File: src/rtl/fire_zone_controller.sv
// fire_zone_controller
//   Multi-zone fire confirmation and extinguisher sequencer. Each zone watches
//   fire = smoke & heat. A zone discharges only after CONFIRM_CYCLES
//   consecutive armed fire samples. It then drives its valve for exactly
//   DISCHARGE_CYCLES cycles and holds its alarm until an operator ack arrives
//   while its fire input is low.
//
// Ports
//   clk               in   1      system clock, rising edge
//   rst               in   1      asynchronous, active-high reset
//   zone_en           in   ZONES  per-zone arm enable
//   smoke             in   ZONES  smoke present per zone
//   heat              in   ZONES  over-temperature flag per zone
//   ack               in   1      global operator acknowledge (level)
//   fire_extinguisher out  ZONES  valve drive, high while discharging
//   zone_alarm        out  ZONES  high while discharging or latched
//   alarm             out  1      OR of zone_alarm
//   discharge_count   out  EVT_W  saturating count of discharge events
module fire_zone_controller #(
  parameter int ZONES            = 4,
  parameter int CONFIRM_CYCLES   = 8,
  parameter int DISCHARGE_CYCLES = 16,
  parameter int EVT_W            = 8
) (
  input  logic             clk,
  input  logic             rst,
  input  logic [ZONES-1:0] zone_en,
  input  logic [ZONES-1:0] smoke,
  input  logic [ZONES-1:0] heat,
  input  logic             ack,
  output logic [ZONES-1:0] fire_extinguisher,
  output logic [ZONES-1:0] zone_alarm,
  output logic             alarm,
  output logic [EVT_W-1:0] discharge_count
);

  localparam int MAX_CYC = (CONFIRM_CYCLES > DISCHARGE_CYCLES) ? CONFIRM_CYCLES
                                                                : DISCHARGE_CYCLES;
  localparam int CW = $clog2(MAX_CYC + 1);
  localparam int ZW = $clog2(ZONES + 1);
  localparam int SW = EVT_W + ZW;

  localparam logic [CW-1:0] CONF_LAST = CW'(CONFIRM_CYCLES - 1);
  localparam logic [CW-1:0] DIS_LAST  = CW'(DISCHARGE_CYCLES - 1);
  localparam logic [SW-1:0] EVT_MAX   = {{ZW{1'b0}}, {EVT_W{1'b1}}};

  typedef enum logic [1:0] {
    S_IDLE,
    S_CONFIRM,
    S_DISCHARGE,
    S_LATCHED
  } state_t;

  state_t          state_q [ZONES];
  state_t          state_d [ZONES];
  logic [CW-1:0]   cnt_q   [ZONES];
  logic [CW-1:0]   cnt_d   [ZONES];
  logic [ZONES-1:0] fire;
  logic [ZW-1:0]   entering;
  logic [SW-1:0]   evt_sum;

  assign fire = smoke & heat;

  always_comb begin
    entering = '0;
    for (int unsigned z = 0; z < ZONES; z++) begin
      state_d[z] = state_q[z];
      cnt_d[z]   = cnt_q[z];
      unique case (state_q[z])
        S_IDLE: begin
          if (zone_en[z] && fire[z]) begin
            if (CONFIRM_CYCLES == 1) begin
              state_d[z] = S_DISCHARGE;
              cnt_d[z]   = '0;
            end else begin
              state_d[z] = S_CONFIRM;
              cnt_d[z]   = CW'(1);
            end
          end
        end
        S_CONFIRM: begin
          if (!zone_en[z] || !fire[z]) begin
            state_d[z] = S_IDLE;
            cnt_d[z]   = '0;
          end else if (cnt_q[z] == CONF_LAST) begin
            state_d[z] = S_DISCHARGE;
            cnt_d[z]   = '0;
          end else begin
            cnt_d[z] = cnt_q[z] + CW'(1);
          end
        end
        S_DISCHARGE: begin
          if (cnt_q[z] == DIS_LAST) begin
            state_d[z] = S_LATCHED;
            cnt_d[z]   = '0;
          end else begin
            cnt_d[z] = cnt_q[z] + CW'(1);
          end
        end
        S_LATCHED: begin
          if (ack && !fire[z]) begin
            state_d[z] = S_IDLE;
          end
        end
        default: begin
          state_d[z] = S_IDLE;
          cnt_d[z]   = '0;
        end
      endcase
      if (state_q[z] != S_DISCHARGE && state_d[z] == S_DISCHARGE) begin
        entering = entering + ZW'(1);
      end
    end
    // Extra headroom bits so several simultaneous entries cannot wrap before saturation.
    evt_sum = {{ZW{1'b0}}, discharge_count} + SW'(entering);
  end

  always_ff @(posedge clk or posedge rst) begin
    if (rst) begin
      for (int unsigned z = 0; z < ZONES; z++) begin
        state_q[z] <= S_IDLE;
        cnt_q[z]   <= '0;
      end
      discharge_count <= '0;
    end else begin
      for (int unsigned z = 0; z < ZONES; z++) begin
        state_q[z] <= state_d[z];
        cnt_q[z]   <= cnt_d[z];
      end
      if (evt_sum > EVT_MAX) begin
        discharge_count <= '1;
      end else begin
        discharge_count <= evt_sum[EVT_W-1:0];
      end
    end
  end

  always_comb begin
    fire_extinguisher = '0;
    zone_alarm        = '0;
    for (int unsigned z = 0; z < ZONES; z++) begin
      fire_extinguisher[z] = (state_q[z] == S_DISCHARGE);
      zone_alarm[z]        = (state_q[z] == S_DISCHARGE) || (state_q[z] == S_LATCHED);
    end
  end

  assign alarm = |zone_alarm;

endmodule

File: config.mk
export PLATFORM = sky130hd
export DESIGN_NAME = fire_zone_controller
export DESIGN_NICKNAME = d
export VERILOG_FILES = /design/src/rtl/fire_zone_controller.sv
export SDC_FILE = /design/constraint.sdc
export NUM_CORES = 1
export LEC_CHECK = 0
export ABC_CLOCK_PERIOD_IN_PS = 3980
export CAP_MARGIN = 20
export CORE_ASPECT_RATIO = 1.75
export CORE_MARGIN = 4
export CORE_UTILIZATION = 50
export DETAILED_ROUTE_END_ITERATION = 12
export PLACE_DENSITY = 0.77
export SETUP_SLACK_MARGIN = 0.1
export SLEW_MARGIN = 10
export SYNTH_ARGS = -nofsm -noshare
export SYNTH_HDL_FRONTEND = slang
export SYNTH_SLANG_ARGS = --single-unit
File: constraint.sdc
create_clock -name clk -period 3.98 [get_ports clk]
set_input_delay 0.995 -clock clk [delete_from_list [all_inputs] [get_ports clk]]
set_output_delay 0.995 -clock clk [all_outputs]
set_load 0.05 [all_outputs]
==> flow_summary.yaml <==
logic_synthesis:
  yosysSeqAreaShare_pct: 32.1
  syn_inst: 327
  syn_area_sq_um: 2810
  yosysMostFrequentCell: "nand2_1"
  yosys_warnings: 0
  synth_cell_types: 54
  yosys_register_bits: 36
  ys_async_sr_fraction_pct: 100
  synth_edf_count: 0
  yosys_most_used_dff: "dfrtp_1"
  ys_top_cells_by_count: "37 x nand2_1, 36 x dfrtp_1, 35 x ha_1"
  syn_area_per_cell_sq_um: 8.59
  synth_top_area_cell: "dfrtp_1"
  synth_top_area_share_pct: 32.1
  syn_nets: 378
  synth.area.top_cells: "dfrtp_1 32%, ha_1 16%, o21ai_0 5.5%"
setup_path:
  cp-startpoint: "state_q[0]$_DFF_PP0_"
  critPathLaunchType: "flop"
  crit_type: "reg2out"
  cp.arrival_ns: 2.78
  reg2reg_from: "state_q[7]$_DFF_PP0_"
  end_kind: "output pin"
  cp.required_ns: 2.98
  worstPathMaxFanout: 8
die:
  io_pins: 32
  die_h_um: 107
  core_sq_um: 5340
  rows: 35
  dieWidth_um: 64.6
  die_area_sq_um: 6930
  start_util_pct: 52.6
place:
  dpl.hpwl_um: 5290
  routabilityCongestion: 0.882
  place.port_buffers: 31
  dpl_cell_area_sq_um: 3410
  place_ws_ns: -0.563
power:
  ir_worst_vdd_mv: 0.628
  powerDensity_nw_per_um2: 718
  p_leak_nw: 1.76
finish:
  nets: 448
  final_area_sq_um: 3720
  multi_input_area_sq_um: 1940
  regArea_sq_um: 902
  fill_cells: 451
  drive_gt1_share_pct: 21.1
  diodes: 0
  area_growth_pct: 32.6
timing:
  period_share_pct: 94.9
  setup_violations: 0
  hold_slack_ns: 0.517
  hold_viol: 0
  setup_slack_ns: 0.203
  slew_viol_final: 0
  rsz0062_at_grt: "no"
  fin_worst_skew_ns: 0.00828
  tns_ns: 0
  max_slew_margin_pct: 64.3
  final.min_clock_period_ns: 3.78
  max_freq_mhz: 265
  max_slew.worst_pin.slew_ns: 0.530
global_route:
  grt_pass1_wl_um: 12100
  antenna_found_initial: 0
  track_usage_pct: 21.9
  grt_max_degree: 37
  grt_overflow: 0
  grt_pass1_vias: 2699
drt:
  route.detailed.drc: 0
  vias: 2644
  top_layer: "met4"
  drt-total-wl_um: 7110
  wl_met1_um: 2840
  vias_per_cell: 5.60
  drtPass1Iterations: 4
  wl_met2_um: 4030
  dr_wl_met3_um: 169
  wire_per_inst_um: 15.1
  drt_iter0_markers: 108
  ant_nets: 0
worst_hold_path:
  holdCritStartpoint: "cnt_q[16]$_DFFE_PP0P_"
  hold_path_class: "reg2reg"
cts:
  hold_buffers: 0
  insertion_delay_ns: 0.28
  cts_buffers: 5
  root_buffer: "clkbuf_8"
  tritoncts: "done"
  clkTransAtPathRegs_ns: 0.07
  clockBufferDepth: 2
  h-tree-depth: 2
  cts.sinks: 36
run:
  max-cap-violations: 0
run_status:
  status: "finished, final reports clean"
[critical path, cell delays in order, from the launching register on]
cell and delay [ns]:
dfrtp_1 0.50, inv_1 0.13, ha_1 0.33, or2_2 0.34, or4_1 0.49, clkdlybuf4s50_1 0.71
[layer usage]
metal	vias to the layer above	track usage (%)
met5	-	0
met4	0	5.14
met3	7	2.52
met2	57	43.0
met1	1268	24.2
li1	1312	-
[logic make-up after synthesis]
family / share of synthesized area (%)
simple gates: 21.1
xor+xnor: 2.67
buf+inv: 4.68
fa+ha+maj: 16.3
compound gates: 22.5
flops: 32.1
mux: 0.713
[flip-flops by register name (all words and copies together) (netlist names)]
signal,cells
discharge_count,8
state_q,8
cnt_q,20
[metrics by stage]
stage / instances / power [W] / util [%]
CTS: 468 / 0.00261 / 67.8
finish: 472 / 0.00267 / 69.7
detailed placement: 456 / 0.00217 / 63.8
global placement: 456 / 0.00213 / 63.8
global route: 472 / 0.00287 / 69.7
floorplan: 327 / 0.00166 / -
[placed cells by master (no fill, tap or decap), types with 12 or more instances in the layout]
master	instances
buf_4	33
dfrtp_1	35
nand3_1	12
o21ai_0	26
inv_1	31
nor2_1	18
a21oi_1	14
ha_1	31
nand2_1	37
clkdlybuf4s50_1	21
[power breakdown]
group	total [W]	leakage, nW	internal (W)	switching, W
registers	0.000589	0.468	0.000470	0.000119
logic	0.00177	1.24	0.000756	0.00101
clock network	0.000318	0.0552	0.000186	0.000132
total	0.00267	1.76	0.00141	0.00126
[final cells by class]
cell class                 count  area share [%]
multi-input combinational    256            52.1
sequential                    36            24.2
timing repair buffer          65            14.9
inverter                      33            3.39
tap                           74            2.49
clock buffer                   6            1.95
clock inverter                 2           0.941
[timing repair]
action,4_1_cts,5_1_grt
setup buffers,4,4
pin swaps,20,22
endpoints found under the setup margin,8,8
gates resized for setup,43,31
[path summary, 6_finish.rpt]
kind | endpoint | slack [ns] | depth (start not counted)
setup / recovery | alarm | 0.20 | 5
hold / removal | cnt_q[16]$_DFFE_PP0P_ | 0.52 | 2
setup reg to reg | discharge_count[5]$_DFF_PP0_ | 0.26 | 19
hold reg to reg | cnt_q[16]$_DFFE_PP0P_ | 0.52 | 2
max in group asynchronous | cnt_q[10]$_DFFE_PP0P_ | 2.49 | 3
min in group asynchronous | state_q[1]$_DFF_PP0_ | 1.13 | 3
Note: power is estimated with default switching activity, not from simulation.
